File: src/rtl/mu_gpio_irq_pkg.sv
// Shared definitions for the APB GPIO block with edge interrupts.
// Contents:
//   - the register word-offset enumeration, decoded from paddr[5:2]
//   - the ID register constants
//   - a helper that builds the ID readback word
package mu_gpio_irq_pkg;

    typedef enum logic [3:0] {
        GPIO_REG_OUT     = 4'h0,
        GPIO_REG_SET     = 4'h1,
        GPIO_REG_CLR     = 4'h2,
        GPIO_REG_TGL     = 4'h3,
        GPIO_REG_OE      = 4'h4,
        GPIO_REG_IN      = 4'h5,
        GPIO_REG_RISE_EN = 4'h6,
        GPIO_REG_FALL_EN = 4'h7,
        GPIO_REG_STAT    = 4'h8,
        GPIO_REG_DB      = 4'h9,
        GPIO_REG_ID      = 4'hA
    } gpio_reg_e;

    localparam logic [15:0] GPIO_ID_MAGIC = 16'h4750;
    localparam logic [7:0]  GPIO_ID_VER   = 8'h01;

    function automatic logic [31:0] gpio_id(input int n);
        return {GPIO_ID_MAGIC, GPIO_ID_VER, 8'(n)};
    endfunction

endpackage

File: src/rtl/mu_gpio_irq_if.sv
// APB slave bus bundle for mu_gpio_irq.
// Signals:
//   - psel/penable/pwrite, paddr, pwdata : driven by the master
//   - pready, prdata                      : returned by the slave
interface mu_gpio_irq_if;
    logic        psel;
    logic        penable;
    logic        pwrite;
    logic [31:0] paddr;
    logic [31:0] pwdata;
    logic        pready;
    logic [31:0] prdata;

    modport master (output psel, penable, pwrite, paddr, pwdata,
                    input  pready, prdata);
    modport slave  (input  psel, penable, pwrite, paddr, pwdata,
                    output pready, prdata);
endinterface

File: src/rtl/mu_sync_debounce.sv
// Input synchroniser followed by a prescaled debounce filter.
// Ports:
//   clk, rst_n : clock, async active-low reset
//   in_i       : asynchronous pin inputs
//   db_i       : prescaler terminal count; 0 bypasses the filter
//   db_wr_i    : DB register write strobe; restarts the prescaler and
//                clears the histories
//   filt_o     : filtered pin values
module mu_sync_debounce #(
    parameter int W           = 32,
    parameter int SYNC_STAGES = 2,
    parameter int DB_W        = 16
) (
    input  logic            clk,
    input  logic            rst_n,
    input  logic [W-1:0]    in_i,
    input  logic [DB_W-1:0] db_i,
    input  logic            db_wr_i,
    output logic [W-1:0]    filt_o
);

    logic [SYNC_STAGES-1:0][W-1:0] sync_q;
    logic [DB_W-1:0]               cnt_q;
    logic [W-1:0]                  h0_q, h1_q, filt_q;
    logic [W-1:0]                  sync, stable;
    logic                          tick;

    assign sync   = sync_q[SYNC_STAGES-1];
    assign tick   = (cnt_q == db_i);
    // Current sample agrees with the two previous tick samples.
    assign stable = ~(sync ^ h0_q) & ~(h0_q ^ h1_q);
    assign filt_o = filt_q;

    always_ff @(posedge clk or negedge rst_n) begin
        if (!rst_n) begin
            sync_q <= '0;
            cnt_q  <= '0;
            h0_q   <= '0;
            h1_q   <= '0;
            filt_q <= '0;
        end else begin
            sync_q <= {sync_q[SYNC_STAGES-2:0], in_i};
            if (db_wr_i) begin
                // filt deliberately holds across a DB change
                cnt_q <= '0;
                h0_q  <= '0;
                h1_q  <= '0;
            end else if (db_i == '0) begin
                filt_q <= sync;
                cnt_q  <= '0;
            end else if (tick) begin
                cnt_q  <= '0;
                h1_q   <= h0_q;
                h0_q   <= sync;
                filt_q <= (filt_q & ~stable) | (sync & stable);
            end else begin
                cnt_q <= cnt_q + DB_W'(1);
            end
        end
    end

endmodule

File: src/rtl/mu_gpio_irq.sv
// APB GPIO with atomic set/clear/toggle, synchronised and debounced
// inputs, and per-pin rise/fall capture into a W1C status register that
// drives one level interrupt.
// Ports:
//   clk, rst_n : clock, async active-low reset
//   s_apb      : APB slave bus (zero wait state)
//   gpio_in    : asynchronous pin inputs
//   gpio_out   : OUT register
//   gpio_oe    : OE register
//   irq        : registered OR of STAT
module mu_gpio_irq
    import mu_gpio_irq_pkg::*;
#(
    parameter int          N           = 32,
    parameter int          SYNC_STAGES = 2,
    parameter int          DB_W        = 16,
    parameter logic [31:0] RST_OUT     = 32'h0
) (
    input  logic          clk,
    input  logic          rst_n,
    mu_gpio_irq_if.slave  s_apb,
    input  logic [N-1:0]  gpio_in,
    output logic [N-1:0]  gpio_out,
    output logic [N-1:0]  gpio_oe,
    output logic          irq
);

    logic [N-1:0]    out_q, oe_q, rise_en_q, fall_en_q, stat_q, filt_d_q;
    logic [DB_W-1:0] db_q;
    logic            irq_q;
    logic [N-1:0]    filt, wdata, w1c, rise, fall;
    logic            acc, wr, db_wr;
    gpio_reg_e       idx;

    assign acc   = s_apb.psel & s_apb.penable;
    assign wr    = acc & s_apb.pwrite;
    assign idx   = gpio_reg_e'(s_apb.paddr[5:2]);
    assign wdata = s_apb.pwdata[N-1:0];
    assign db_wr = wr && (idx == GPIO_REG_DB);
    assign w1c   = (wr && idx == GPIO_REG_STAT) ? wdata : '0;
    assign rise  =  filt & ~filt_d_q & rise_en_q;
    assign fall  = ~filt &  filt_d_q & fall_en_q;

    assign s_apb.pready = acc;
    assign gpio_out     = out_q;
    assign gpio_oe      = oe_q;
    assign irq          = irq_q;

    mu_sync_debounce #(
        .W           (N),
        .SYNC_STAGES (SYNC_STAGES),
        .DB_W        (DB_W)
    ) u_db (
        .clk     (clk),
        .rst_n   (rst_n),
        .in_i    (gpio_in),
        .db_i    (db_q),
        .db_wr_i (db_wr),
        .filt_o  (filt)
    );

    always_comb begin
        s_apb.prdata = '0;
        if (acc) begin
            case (idx)
                GPIO_REG_OUT:     s_apb.prdata = 32'(out_q);
                GPIO_REG_OE:      s_apb.prdata = 32'(oe_q);
                GPIO_REG_IN:      s_apb.prdata = 32'(filt);
                GPIO_REG_RISE_EN: s_apb.prdata = 32'(rise_en_q);
                GPIO_REG_FALL_EN: s_apb.prdata = 32'(fall_en_q);
                GPIO_REG_STAT:    s_apb.prdata = 32'(stat_q);
                GPIO_REG_DB:      s_apb.prdata = 32'(db_q);
                GPIO_REG_ID:      s_apb.prdata = gpio_id(N);
                default:          s_apb.prdata = '0;
            endcase
        end
    end

    always_ff @(posedge clk or negedge rst_n) begin
        if (!rst_n) begin
            out_q     <= RST_OUT[N-1:0];
            oe_q      <= '0;
            rise_en_q <= '0;
            fall_en_q <= '0;
            stat_q    <= '0;
            db_q      <= '0;
            filt_d_q  <= '0;
            irq_q     <= 1'b0;
        end else begin
            if (wr) begin
                case (idx)
                    GPIO_REG_OUT:     out_q     <= wdata;
                    GPIO_REG_SET:     out_q     <= out_q | wdata;
                    GPIO_REG_CLR:     out_q     <= out_q & ~wdata;
                    GPIO_REG_TGL:     out_q     <= out_q ^ wdata;
                    GPIO_REG_OE:      oe_q      <= wdata;
                    GPIO_REG_RISE_EN: rise_en_q <= wdata;
                    GPIO_REG_FALL_EN: fall_en_q <= wdata;
                    GPIO_REG_DB:      db_q      <= s_apb.pwdata[DB_W-1:0];
                    default: ;
                endcase
            end
            filt_d_q <= filt;
            // new edges are OR'd in after the W1C mask, so a set wins
            stat_q   <= (stat_q & ~w1c) | rise | fall;
            irq_q    <= |stat_q;
        end
    end

endmodule

File: src/flat_wrapper.sv
// flat-port wrapper written by rule: the top's interface ports become plain ports
module mu_gpio_irq_flat import mu_gpio_irq_pkg::*;
#(
    parameter int          N           = 32,
    parameter int          SYNC_STAGES = 2,
    parameter int          DB_W        = 16,
    parameter logic [31:0] RST_OUT     = 32'h0
)
  (clk, rst_n, gpio_in, gpio_out, gpio_oe, irq, s_apb_psel, s_apb_penable, s_apb_pwrite, s_apb_paddr, s_apb_pwdata, s_apb_pready, s_apb_prdata);
  mu_gpio_irq_if s_apb_i ();
  input  logic clk;
  input  logic rst_n;
  input  logic [N-1:0] gpio_in;
  output logic [N-1:0] gpio_out;
  output logic [N-1:0] gpio_oe;
  output logic irq;
  input wire logic [$bits(s_apb_i.psel)-1:0] s_apb_psel;
  input wire logic [$bits(s_apb_i.penable)-1:0] s_apb_penable;
  input wire logic [$bits(s_apb_i.pwrite)-1:0] s_apb_pwrite;
  input wire logic [$bits(s_apb_i.paddr)-1:0] s_apb_paddr;
  input wire logic [$bits(s_apb_i.pwdata)-1:0] s_apb_pwdata;
  output wire logic [$bits(s_apb_i.pready)-1:0] s_apb_pready;
  output wire logic [$bits(s_apb_i.prdata)-1:0] s_apb_prdata;
  assign s_apb_i.psel = s_apb_psel;
  assign s_apb_i.penable = s_apb_penable;
  assign s_apb_i.pwrite = s_apb_pwrite;
  assign s_apb_i.paddr = s_apb_paddr;
  assign s_apb_i.pwdata = s_apb_pwdata;
  assign s_apb_pready = s_apb_i.pready;
  assign s_apb_prdata = s_apb_i.prdata;
  mu_gpio_irq #(.N(N), .SYNC_STAGES(SYNC_STAGES), .DB_W(DB_W), .RST_OUT(RST_OUT)) u_core (.clk(clk), .rst_n(rst_n), .s_apb(s_apb_i), .gpio_in(gpio_in), .gpio_out(gpio_out), .gpio_oe(gpio_oe), .irq(irq));
endmodule
File: config.mk
export PLATFORM = sky130hd
export DESIGN_NAME = mu_gpio_irq_flat
export DESIGN_NICKNAME = d
export VERILOG_FILES = /design/src/rtl/mu_gpio_irq_pkg.sv /design/src/rtl/mu_gpio_irq_if.sv /design/src/rtl/mu_sync_debounce.sv /design/src/rtl/mu_gpio_irq.sv /design/src/flat_wrapper.sv
export SDC_FILE = /design/constraint.sdc
export NUM_CORES = 1
export LEC_CHECK = 0
export CAP_MARGIN = 0
export CORE_ASPECT_RATIO = 1.5
export CORE_UTILIZATION = 45
export DETAILED_ROUTE_END_ITERATION = 6
export PLACE_DENSITY_LB_ADDON = 0.25
export SLEW_MARGIN = 20
export SYNTH_ARGS = -nofsm -noshare
export SYNTH_HDL_FRONTEND = slang
export SYNTH_SLANG_ARGS = --single-unit
File: constraint.sdc
create_clock -name clk -period 1.9 [get_ports clk]
set_input_delay 0.285 -clock clk [delete_from_list [all_inputs] [get_ports clk]]
set_output_delay 0.285 -clock clk [all_outputs]
set_load 0.005 [all_outputs]
Word level (Yosys, flattened, before mapping)
Index checks and enable logic that the tools add are counted.
{"block": "word_totals", "reg_bits": 385, "input_bits": 101, "output_inout_bits": 98, "word_cells": 83}
{"block": "op_classes", "addsub": 1, "bitwise": 26, "mux": 15, "reduce_logical": 15, "eq_ne": 12}
{"op": "$mux 32", "n": 10}
{"op": "$and 32x32->32", "n": 9}
{"op": "$pmux 32 s8", "n": 1}
{"op": "$not 32->32", "n": 7}
{"op": "$or 32x32->32", "n": 4}
{"op": "$pmux 32 s4", "n": 1}
{"op": "$xor 32x32->32", "n": 3}
{"op": "$mux 16", "n": 3}
{"op": "$reduce_or 32->1", "n": 1}
{"op": "$add 16x1->16 const B", "n": 1}
{"op": "$eq 16x16->1", "n": 1}
{"op": "$eq 4x3->1 const B", "n": 4}
{"op": "$logic_not 16->1", "n": 1}
{"op": "$reduce_and 2->1", "n": 7}
{"op": "$eq 4x4->1 const B", "n": 3}
{"op": "$eq 4x2->1 const B", "n": 2}
{"op": "$eq 4x1->1 const B", "n": 1}
{"op": "$logic_not 4->1", "n": 1}
{"op": "$reduce_bool 2->1", "n": 2}
{"op": "$reduce_bool 4->1", "n": 1}
{"op": "$and 1x1->1", "n": 2}
{"op": "$logic_and 1x1->1", "n": 2}
{"op": "$ne 2x1->1 const B", "n": 1}
{"op": "$not 1->1", "n": 1}

Longest topological paths before layout
Gate-level depths: netlist (run 1).
{"block": "depth", "ltp_word": 8, "ltp_mapped": 9, "depth_no_buf": 6}

Modules after synthesis
A second synthesis (run 1) with hierarchy kept.
{"block": "hier_totals", "cells_unflattened": 1614, "area_unflattened_um2": 19160.9}
{"module": "mu_gpio_irq", "instances": 1, "area_per_inst_um2": 11468.5, "cells_per_inst": 990}
{"module": "mu_sync_debounce", "instances": 1, "area_per_inst_um2": 7692.4, "cells_per_inst": 624}

Worst setup path before layout (run 1)
Ideal clock, no wire load.
{"block": "synth_path", "kind": "input port to output port", "startpoint": "input s_apb_paddr[4]", "endpoint": "output s_apb_prdata[17]", "t_arrival_ps": 1659, "stages": 7, "slack_ps": -44, "cell_sequence": "buf_2 > nor2b_1 > buf_2 > nor3b_4 > clkbuf_1 > a22oi_1 > a31oi_1"}
{"block": "synth_between", "elab_chain_cells": 3}
{"item": "from (decl)", "line_no": "flat_wrapper.sv:20", "rtl": "input wire logic [$bits(s_apb_i.paddr)-1:0] s_apb_paddr;"}
{"item": "$eq 4x4->1, or another cell as far along", "line_no": "mu_gpio_irq.sv:65", "rtl": "case (idx)"}
{"item": "$pmux 32 s8 *", "line_no": "mu_gpio_irq.sv:65"}
{"item": "$mux 32 *", "line_no": "mu_gpio_irq.sv:64", "rtl": "if (acc) begin"}
{"item": "to (decl)", "line_no": "flat_wrapper.sv:23", "rtl": "output wire logic [$bits(s_apb_i.prdata)-1:0] s_apb_prdata;"}
Mark *: on every way between the ends. The rest lies on a longest branch, timed or not.

Worst setup path after layout (run 1)
{"block": "layout_path", "startpoint": "register u_core.db_q[6]", "endpoint": "register u_core.u_db.h0_q[24]"}
{"block": "layout_between", "elab_chain_cells": 3}
{"item": "from (decl)", "line_no": "mu_gpio_irq.sv:29", "rtl": "logic [DB_W-1:0] db_q;"}
{"item": "from (signal assigned)", "line_no": "mu_gpio_irq.sv:99", "rtl": "GPIO_REG_DB: db_q <= s_apb.pwdata[DB_W-1:0];"}
{"item": "$logic_not 16->1 or $eq 16x16->1 (tied branches)", "line_no": "mu_sync_debounce.sv:48, mu_sync_debounce.sv:29"}
{"item": "$ne 2x1->1 (no source line) or $reduce_bool 2->1 (tied branches)"}
{"item": "$reduce_and 2->1 (no source line) *"}
{"item": "to (signal assigned)", "line_no": "mu_sync_debounce.sv:54", "rtl": "h0_q <= sync;"}
{"item": "to (decl)", "line_no": "mu_sync_debounce.sv:24", "rtl": "logic [W-1:0] h0_q, h1_q, filt_q;"}
Marks and branches as above.
A chain may end at the register's enable or synchronous reset.

==> metrics.csv, run 1 <==
stage;metric;value;unit
run_status;outcome;finished with violations;
run_status;violations;negative setup slack;
timing;fin_hold_ws;0.176;ns
finish;drive_above_1_share;27.8;%
drt;routed_wl;56500;µm
clock_tree;cts-root-buf;clkbuf_16;
clock_tree;cts_tree;built;
synthesis;netlist_instances;1618;
drt;final_antenna_net_count;0;
timing;rsz0062_at_grt;true;
timing;fin_crit_sh;113;%
grt;grt_max_degree;71;
clock_tree;clock-sinks;385;
timing;max_clock_freq;0.464;GHz
floorplan;start_util;46.0;%
clock_tree;clockBufferDepth;3;
clock_tree;h-tree-depth;2;
clock_tree;clk_pin_slew_worst_paths;0.06;ns
finish;final_util;62.9;%
timing;layout_setup_ws;-0.256;ns
synthesis;synthTopCellsByArea;dfrtp_1 (52%), mux2i_1 (6.0%), mux2_1 (5.8%);
setup_path;start_kind;flip-flop;
floorplan;ioPinCount;199;
drt;vias;15041;
synthesis;synth_top_area_share;51.8;%
synthesis;ys.flop_type;dfrtp_1;
power;ir_worst_vdd;668;µV
setup_path;end_kind;flip-flop;
grt;grt_pass1_wl;86300;µm
grt;grt_pass1_vias;15370;
synthesis;synth.avg_cell_area;11.5;µm²
timing;slew_headroom;67.6;%
finish;final_nets;2192;
synthesis;yosysTopAreaCell;dfrtp_1;
synthesis;ys_seq_area_share;51.8;%
synthesis;synth_edf_count;0;
drt;via_per_inst;5.87;
grt;antenna_found_initial;0;
clock_tree;clk_latency;0.55;ns
place;portBuffers;170;
clock_tree;cts_made_buffers;41;
timing;drv_slew;0;
place;gp_congestion;0.891;
floorplan;die_w;168;µm
grt;grt_usage;26.5;%
timing;layout_min_cycle_time;2.16;ns
floorplan;core;40400;µm²
setup_path;cp.arrival;2.61;ns
floorplan;die-area;42100;µm²
timing;hold_viol;0;
synthesis;syn-cell-area;18600;µm²
finish;area_delta_synth_final;36.8;%
finish;diodes;0;
floorplan;rows;90;
setup_path;path_class;reg2reg;
setup_path;cp_max_fo;17;
synthesis;yosys_warnings;0;
synthesis;synth_commonest_cells;dfrtp_1 (385), nand2_1 (269), mux2i_1 (111);
setup_path;crit_required;2.35;ns
synthesis;synth_nets;1784;
drt;wl_per_cell;22.0;µm
hold_path;min_path_type;in2reg;
drt;drc_errors;0;
job;maxCapViolCount;0;
floorplan;die_h;251;µm
synthesis;async_flop_share;100;%
timing;fin_setup_tns;-22.19;ns
grt;grt-ovfl-total;0;
synthesis;synth_seq_cells;385;
synthesis;yosysMostFrequentCell;dfrtp_1;
drt;drtIter0Drc;1246;
power;leakagePower;0.0116;µW
synthesis;synthDistinctLibCells;44;
place;hpwl;37600;µm
power;power_density;1090;nW/µm²
timing;skew;0.0193;ns
timing;finalSetupViolations;142;
drt;dr.pass1.iters;6;
timing;worst-slew-pin-transition;0.482;ns
==> report_power, final <==
group          total [µW]  leakage (µW)  internal [µW]  switching (µW)
combinational        7980       0.00612           4250            3730
sequential          12000       0.00481          10200            1850
clock                7690      0.000626           4440            3240
total               27700        0.0116          18900            8810
==> timing repair <==
action | CTS | global route
hold endpoints to repair | 60 | 0
hold buffers | 1 | 0
pin swaps | 67 | 61
resized for setup | 256 | 97
gates cloned | 6 | 7
setup endpoints to repair | 215 | 146
setup buffers | 45 | 22
==> logic make-up after synthesis <==
group	after synthesis	share of synthesized area [%]
flip-flops	385	51.8
multiplexers	267	17.2
AND/OR/NAND/NOR	477	12.6
AO/OA/AOI/OAI	198	7.97
adder cells (fa/ha/maj)	65	4.38
XOR/XNOR	30	1.41
buffers and inverters	196	4.59
==> metrics by stage <==
| step | instances | area (µm²) | worst slack [ns] | total power, µW |
|---|---|---|---|---|
| after global routing | 2562 | 25400 | -0.385 | 29100 |
| after global placement | 2421 | 22600 | -0.958 | 18400 |
| after detailed placement | 2421 | 22600 | -1.00 | 18900 |
| after CTS | 2541 | 24700 | -0.196 | 27000 |
| after floorplan | 1618 | 18600 | 0.0262 | 15300 |
| final | 2562 | 25400 | -0.256 | 27700 |
==> state kept, by name, indices dropped and copies added, names as in the netlist, named ones only <==
register,cells
u_core.stat_q,32
u_core.fall_en_q,32
u_core.filt_d_q,32
u_core.gpio_out,32
u_core.rise_en_q,32
u_core.u_db.sync,32
u_core.u_db.sync_q,32
u_core.irq,1
u_core.u_db.cnt_q,16
u_core.u_db.h1_q,32
u_core.u_db.h0_q,32
u_core.db_q,16
u_core.gpio_oe,32
==> final cells by class <==
cell class | instances | area, µm²
timing repair buffer | 467 | 4700
inverter | 94 | 353
sequential | 385 | 9650
tap | 506 | 633
multi-input combinational | 1037 | 8810
clock buffer | 63 | 1190
clock inverter | 10 | 85.1
fill | 3035 | 15000
==> layer usage <==
metal | GRT usage [%] | up-vias | share of wire (%)
met5 | 0 | - | 0
met4 | 12.5 | 0 | 4.7
met3 | 4.08 | 154 | 5.4
met2 | 44.2 | 555 | 49
met1 | 33.9 | 7641 | 41
li1 | - | 6691 | -
==> path summary, 6_finish.rpt <==
kind	startpoint	to	slack, ns	cells after the start
min in group asynchronous	rst_n	u_core.u_db.h0_q[2]	0.23	2
worst min register to register	u_core.u_db.sync_q[19]	u_core.u_db.sync[19]	0.35	0
worst min-delay path	gpio_in[10]	u_core.u_db.sync_q[10]	0.18	1
max in group asynchronous	rst_n	u_core.u_db.sync_q[22]	0.88	3
worst max-delay path	u_core.db_q[6]	u_core.u_db.h0_q[24]	-0.26	7
worst max register to register	u_core.db_q[6]	u_core.u_db.h0_q[24]	-0.26	7
==> layout by cell type (no fill, tap or decap), drive strengths merged, types with 30 or more instances in the layout <==
cell | Yosys | layout
a221oi | 42 | 42
a22oi | 30 | 30
a31oi | 32 | 32
buf | 48 | 326
clkbuf | 54 | 69
clkdlybuf4s50 | 0 | 128
dfrtp | 385 | 385
ha | 65 | 65
inv | 94 | 96
mux2 | 126 | 126
mux2i | 111 | 111
mux4 | 30 | 30
nand2 | 269 | 269
nand3b | 32 | 32
nand4 | 43 | 43
nor3 | 47 | 47
nor4 | 46 | 46
o211ai | 34 | 34
o21ai | 36 | 36
==> worst max-delay path, stage by stage (launching register included) <==
cell and delay [ns]:
dfrtp_2 0.45, xnor2_1 0.21, nand4_1 0.17, nor4_4 0.39
buf_12 0.17, nor2b_4 0.20, buf_12 0.21, mux2i_1 0.23
(Power assumes the default switching activity.)
==> inputs of run 2 (changes only) <==
==> constraint.sdc (replaced) <==
create_clock -name clk -period 2.55 [get_ports clk]
set_input_delay 0.3825 -clock clk [delete_from_list [all_inputs] [get_ports clk]]
set_output_delay 0.3825 -clock clk [all_outputs]
set_load 0.005 [all_outputs]
==> run 2 against run 1 <==
  * The flow finishes with violations (design-rule violations, negative setup slack)
  * Final cell count fell by 6.6%
  * Register-to-register slack improved by 0.47 ns
  * Largest cell class unchanged
  * Sequential share of layout area rose by 3.5 points
  * Non-clock buffer count fell by 169
  * Critical path depth rose by 2
==> metrics.csv, run 2 (same netlist as run 1, synthesis figures left out) <==
stage;metric;value;unit;change
floorplan;ioPinCount;199;;unchanged
grt;grt.busiest_layer;met2;;unchanged
finish;fin_area;23300;µm²;was 25400 µm²
drt;drtIter0Drc;1125;;was 1246
timing;drv_slew;0;;unchanged
finish;drive_above_1_share;15.3;%;was 27.8%
finish;final_nets;2022;;was 2192
drt;wl_per_cell;21.5;µm;was 22.0 µm
power;power_density;847;nW/µm²;was 1090 nW/µm²
place;placed_cell_area;21600;µm²;was 22600 µm²
finish;final_common_cell;dfrtp_1;;unchanged
place;dp_cells;2304;;was 2421
drt;final_antenna_net_count;0;;unchanged
setup_path;rrSetupSlack;0.21;ns;was -0.26 ns
power;leakagePower;0.0106;µW;was 0.0116 µW
clock_tree;cts_made_buffers;40;;was 41
setup_path;path_class;in2out;;was reg2reg
run_status;outcome;finished with violations;;unchanged
setup_path;timing.rr.start;u_core.db_q[10];;was u_core.db_q[6]
timing;layout_setup_ws;-0.0326;ns;was -0.256 ns
drt;via_per_inst;5.88;;was 5.87
timing;skew;0.0100;ns;was 0.0193 ns
grt;grt-ovfl-total;0;;unchanged
timing;finalSetupViolations;3;;was 142
hold_path;hold-path-endpoint;u_core.u_db.sync_q[13];;was u_core.u_db.sync_q[10]
timing;rsz0062_at_grt;true;;unchanged
grt;grt_usage;25.0;%;was 26.5%
place;gp_congestion;0.892;;was 0.891
setup_path;critPathTopFamily;buffers and inverters;;was simple AND/OR/NAND/NOR gates
timing;max_clock_freq;0.387;GHz;
drt;vias;14059;;was 15.0k
clock_tree;cts_tree;built;;unchanged
clock_tree;cts-root-buf;clkbuf_16;;unchanged
setup_path;start_kind;primary input;;was flip-flop
place;hpwl;35900;µm;was 37600 µm
grt;met2_usage;41.7;%;was 44.2%
setup_path;cp.arrival;2.20;ns;was 2.61 ns
run_status;violations;design-rule violations, negative setup slack;;was negative setup slack
setup_path;end_kind;output pin;;was flip-flop
timing;worst-slew-pin-transition;0.672;ns;was 0.482 ns
finish;final_cells;2393;;was 2562
floorplan;die_h;251;µm;unchanged
setup_path;cp_slowest_stage_delay;0.53;ns;was 0.45 ns
finish;mostFrequentLayoutCells;dfrtp_1 (383), nand2_1 (268), clkdlybuf4s50_1 (137);;was dfrtp_1 (376), nand2_1 (268), buf_4 (197)
floorplan;start_util;46.0;%;unchanged
grt;grtUsageMet3;3.16;%;was 4.08%
grt;grt_pass1_vias;14182;;was 15.4k
hold_path;hold_depth;1;;unchanged
hold_path;hold_path_startpoint;gpio_in[13];;was gpio_in[10]
clock_tree;clock-sinks;385;;unchanged
hold_path;min_path_type;in2reg;;unchanged
clock_tree;clockBufferDepth;3;;unchanged
floorplan;rows;90;;unchanged
floorplan;die_w;168;µm;unchanged
clock_tree;clk_pin_slew_worst_paths;0.06;ns;about the same
timing;slew_headroom;55.2;%;was 67.6%
grt;antenna_found_initial;1;;was 0
power;ir_worst_vdd;443;µV;was 668 µV
setup_path;crit_path_frequent_cell;buf_12;;unchanged
timing;hold_viol;0;;unchanged
grt;grt_pass1_wl;81800;µm;was 86300 µm
job;maxCapViolCount;0;;unchanged
finish;final_util;57.6;%;was 62.9%
timing;layout_min_cycle_time;2.58;ns;
clock_tree;h-tree-depth;2;;unchanged
drt;drc_errors;1;;was 0
drt;dr.pass1.iters;7;;was 6
timing;fin_crit_sh;101;%;
grt;grt_max_degree;105;;was 71
clock_tree;clk_latency;0.55;ns;about the same
timing;fin_setup_tns;-0.0641;ns;was -22.19 ns
setup_path;ff2ff_path_depth;6;;was 7
place;portBuffers;170;;unchanged
floorplan;die-area;42100;µm²;unchanged
grt;met1_usage;32.9;%;was 33.9%
floorplan;core;40400;µm²;unchanged
finish;area_delta_synth_final;25.2;%;was 36.8%
drt;routed_wl;51500;µm;was 56500 µm
setup_path;cp_cell_sequence;buf_2, buf_6, buf_4, o21ai_1, nand3_4, buf_12, buf_12, a31oi_2, clkdlybuf4s50_1;;was xnor2_1, nand4_1, nor4_4, buf_12, nor2b_4, buf_12, mux2i_1
setup_path;critPathBufInv;6;;was 2
setup_path;cp_max_fo;10;;was 17
setup_path;cp_slowest_cell;clkdlybuf4s50_1;;was dfrtp_2
setup_path;crit_required;2.17;ns;was 2.35 ns
run 2: cell types whose count changed in the layout (fill, tap and decap cells not counted), moves of 19 or more:
cell / before / now
a221oi_1: 9 / 37
buf_4: 197 / 91
buf_2: 31 / 3
a221oi_2: 32 / 5
buf_6: 42 / 10
dlygate4sd2_1: 3 / 22
run 2: worst max-delay path by stage:
| stage | cells after the start | from | endpoint |
|---|---|---|---|
| floorplan | 7 | s_apb_paddr[4] | s_apb_prdata[17] |
| global placement | 7 | s_apb_paddr[4] | s_apb_prdata[31] |
| detailed placement | 7 | s_apb_paddr[4] | s_apb_prdata[31] |
| CTS | 8 | s_apb_paddr[4] | s_apb_prdata[31] |
| global route | 9 | s_apb_paddr[5] | s_apb_prdata[31] |
| finish | 9 | s_apb_paddr[4] | s_apb_prdata[22] |
run 2: worst register-to-register path, cell delays in order, from the launching register on:
cell      delay (ns)
dfrtp_1         0.50
xnor2_1         0.22
nand4_1         0.16
nor4_4          0.51
buf_12          0.28
nand4_1         0.12
a221oi_1        0.41
run 2: final cells by class:
type | instances | area [µm²]
Antenna cell | 1 | 2.50
Multi-Input combinational cell | 1037 | 8220
Tap cell | 506 | 633
Sequential cell | 385 | 9640
Timing Repair Buffer | 298 | 3030
Fill cell | 3293 | 17200
Clock buffer | 55 | 1160
Inverter | 94 | 353
Clock inverter | 17 | 238
run 2: what timing repair did:
item | CTS | global route
endpoints found under the setup margin | 32 | 14
hold endpoints to repair | 62 | 0
gates cloned | 3 | 0
pin swaps | 24 | 4
gates resized for setup | 58 | 12
hold buffers | 1 | 0
setup buffers | 9 | 3
run 2: layer usage:
layer  wire length (µm)  part of all wire, %
met5                  0                    0
met4               1990                  3.9
met3               2530                  4.9
met2              25400                   49
met1              21600                   42
run 2: power by group:
part / total [µW] / internal (µW) / switching (µW)
combinational: 4310 / 2340 / 1980
sequential: 9200 / 7570 / 1630
clock: 6200 / 3700 / 2500
total: 19700 / 13600 / 6100
run 2: metrics by stage:
step	power [µW]	hold slack, ns	worst slack, ns
final	19700	0.269	-0.0326
after global routing	20700	0.253	-0.0850
after CTS	19800	0.250	-0.00856
after detailed placement	13500	0.335	-0.556
after global placement	13200	0.332	-0.550
after floorplan	11400	0.0869	0.411
==> inputs of run 3 (changes only) <==
--- a/config.mk
+++ b/config.mk
@@ -8,9 +8,11 @@
 export CAP_MARGIN = 0
 export CORE_ASPECT_RATIO = 1.5
 export CORE_UTILIZATION = 45
+export CTS_CLUSTER_SIZE = 28
 export DETAILED_ROUTE_END_ITERATION = 6
 export PLACE_DENSITY_LB_ADDON = 0.25
 export SLEW_MARGIN = 20
 export SYNTH_ARGS = -nofsm -noshare
 export SYNTH_HDL_FRONTEND = slang
 export SYNTH_SLANG_ARGS = --single-unit
+export TNS_END_PERCENT = 10
==> run 3 against run 2 <==
  * The run ends with negative setup slack left
  * Global-route usage shrank 0.16 points
  * Via count is 0.20% lower
  * Largest power group unchanged
  * Final cell count decreased by 0.33%
  * Worst hold slack gained 0.00068 ns
  * Register-to-register slack gained 0.02 ns
==> metrics.csv, run 3 (same netlist as run 1, synthesis figures left out) <==
stage;metric;value;unit;change
floorplan;die_w;168;µm;unchanged
grt;grt_max_degree;105;;unchanged
clock_tree;clockBufferDepth;3;;unchanged
setup_path;end_kind;output pin;;unchanged
setup_path;ff2ff_path_depth;6;;unchanged
hold_path;hold_depth;1;;unchanged
drt;drc_errors;0;;was 1
setup_path;crit_path_frequent_cell;buf_6;;was buf_12
timing;drv_slew;0;;unchanged
power;pwr-share-clk;31.5;%;was 31.4%
finish;multi_input_area;8160;µm²;was 8220 µm²
timing;skew;0.00994;ns;was 0.0100 ns
finish;area_delta_synth_final;24.2;%;was 25.2%
clock_tree;clock-sinks;385;;unchanged
power;seqPwrFrac;46.7;%;about the same
floorplan;ioPinCount;199;;unchanged
place;gp_congestion;0.892;;unchanged
clock_tree;clk_pin_slew_worst_paths;0.06;ns;about the same
grt;grt_pass1_wl;81300;µm;was 81800 µm
run_status;violations;negative setup slack;;was design-rule violations, negative setup slack
floorplan;rows;90;;unchanged
power;power_density;852;nW/µm²;was 847 nW/µm²
clock_tree;h-tree-depth;2;;unchanged
timing;rsz0062_at_grt;true;;unchanged
drt;dr.pass1.iters;6;;was 7
finish;drive_above_1_share;14.5;%;was 15.3%
grt;grt-ovfl-total;0;;unchanged
place;dp_slack;-0.556;ns;unchanged
drt;drtIter0Drc;1084;;was 1125
place;hpwl;35900;µm;unchanged
setup_path;critPathBufInv;5;;was 6
power;p_int;13600;µW;about the same
hold_path;hold-path-endpoint;u_core.u_db.sync_q[3];;was u_core.u_db.sync_q[13]
timing;fin_setup_tns;-0.817;ns;was -0.0641 ns
grt;grt_usage;24.9;%;was 25.0%
setup_path;cp_slowest_stage_delay;0.52;ns;was 0.53 ns
floorplan;core;40400;µm²;unchanged
clock_tree;cts_made_buffers;40;;unchanged
power;swShare;31.0;%;about the same
floorplan;die-area;42100;µm²;unchanged
hold_path;hold_path_startpoint;gpio_in[3];;was gpio_in[13]
finish;final_cells;2385;;was 2393
setup_path;rrSetupSlack;0.23;ns;was 0.21 ns
setup_path;path_class;in2out;;unchanged
power;p_comb_share;21.8;%;was 21.9%
drt;wl_per_cell;21.5;µm;about the same
setup_path;start_kind;primary input;;unchanged
setup_path;timing.rr.start;u_core.db_q[10];;unchanged
hold_path;min_path_type;in2reg;;unchanged
setup_path;cp_max_fo;10;;unchanged
timing;layout_min_cycle_time;2.71;ns;was 2.58 ns
timing;max_clock_freq;0.370;GHz;was 0.387 GHz
timing;layout_setup_ws;-0.155;ns;was -0.0326 ns
setup_path;cp_cell_sequence;dlygate4sd2_1, buf_6, nor4b_4, buf_6, buf_12, a22oi_1, a31oi_1, clkdlybuf4s50_1;;was buf_2, buf_6, buf_4, o21ai_1, nand3_4, buf_12, buf_12, a31oi_2, clkdlybuf4s50_1
setup_path;critPathTopFamily;buffers and inverters;;unchanged
floorplan;die_h;251;µm;unchanged
timing;fin_hold_ws;0.270;ns;was 0.269 ns
drt;vias;14031;;was 14.1k
grt;grt_pass1_vias;14168;;about the same
drt;routed_wl;51200;µm;was 51500 µm
run_status;outcome;finished with violations;;unchanged
timing;hold_viol;0;;unchanged
power;ir_worst_vdd;445;µV;was 443 µV
finish;regArea;9630;µm²;was 9640 µm²
drt;via_per_inst;5.88;;about the same
floorplan;start_util;46.0;%;unchanged
timing;finalSetupViolations;10;;was 3
finish;final_common_cell;dfrtp_1;;unchanged
job;maxCapViolCount;0;;unchanged
clock_tree;cts-root-buf;clkbuf_16;;unchanged
finish;fillers;3316;;was 3293
clock_tree;cts_tree;built;;unchanged
setup_path;crit_required;2.17;ns;about the same
clock_tree;clk_latency;0.55;ns;about the same
finish;final_nets;2013;;was 2022
drt;final_antenna_net_count;0;;unchanged
grt;antenna_found_initial;1;;unchanged
setup_path;cp.arrival;2.32;ns;was 2.20 ns
place;portBuffers;170;;unchanged
place;dp_cells;2304;;unchanged
finish;mostFrequentLayoutCells;dfrtp_1 (385), nand2_1 (268), clkdlybuf4s50_1 (135);;was dfrtp_1 (383), nand2_1 (268), clkdlybuf4s50_1 (137)
timing;fin_crit_sh;106;%;was 101%
power;p_sw;6090;µW;was 6100 µW
timing;slew_headroom;54.3;%;was 55.2%
setup_path;cp_slowest_cell;clkdlybuf4s50_1;;unchanged
power;leakagePower;0.0105;µW;was 0.0106 µW
timing;worst-slew-pin-transition;0.685;ns;was 0.672 ns
==> run 3: timing repair <==
| item | in CTS | in global routing |
|---|---|---|
| gates resized for setup | 48 | 4 |
| endpoints found under the hold margin | 62 | 0 |
| endpoints found under the setup margin | 32 | 10 |
| hold buffers | 1 | 0 |
| buffers inserted | 3 | 2 |
| gates cloned | 1 | 0 |
| pin swaps | 22 | 4 |
==> run 3: per-stage QoR <==
step	util, %	instance area (µm²)	power [µW]
after floorplan	-	18600	11400
after global placement	53.6	21600	13200
after detailed placement	53.6	21600	13500
after CTS	57.1	23100	19800
after global routing	57.1	23100	20700
final	57.1	23100	19700
==> run 3: power groups by stage <==
stage	Sequential [µW]	Clock, µW	Combinational (µW)
finish	9190	6200	4290
global route	9360	6570	4790
CTS	9140	6340	4350
detailed placement	9230	0	4310
global placement	9140	0	4080
floorplan	8680	0	2700
==> run 3: worst max path at each step <==
stage	startpoint	endpoint	slack (ns)	depth (start not counted)
6_report	s_apb_paddr[4]	s_apb_prdata[27]	-0.16	8
5_1_grt	s_apb_paddr[4]	s_apb_prdata[27]	-0.22	8
4_1_cts	s_apb_paddr[4]	s_apb_prdata[16]	-0.19	8
3_5_place_dp	s_apb_paddr[4]	s_apb_prdata[31]	-0.56	7
3_3_place_gp	s_apb_paddr[4]	s_apb_prdata[31]	-0.55	7
2_1_floorplan	s_apb_paddr[4]	s_apb_prdata[17]	0.41	7
==> run 3: area by class of cell <==
| class | instances | area share, % |
|---|---|---|
| clock buffer | 55 | 5.01 |
| clock inverter | 17 | 1.03 |
| tap | 506 | 2.74 |
| sequential | 385 | 41.7 |
| inverter | 94 | 1.53 |
| timing repair buffer | 289 | 12.6 |
| antenna | 2 | 0.0217 |
| multi-input combinational | 1037 | 35.3 |
==> run 3: worst reg2reg max path, cell delays in order, from the launching register on <==
cell and delay [ns]:
dfrtp_1 0.49, xnor2_1 0.21, nand4_1 0.16, nor4_4 0.50
buf_12 0.28, nand4_1 0.12, a221oi_1 0.42
==> run 3: layer usage <==
layer	vias up	GRT usage [%]	part of all wire [%]
li1	6316	-	-
met1	7186	32.3	42
met2	426	41.7	50
met3	103	3.35	4.8
met4	0	10.4	3.7
met5	-	0	0
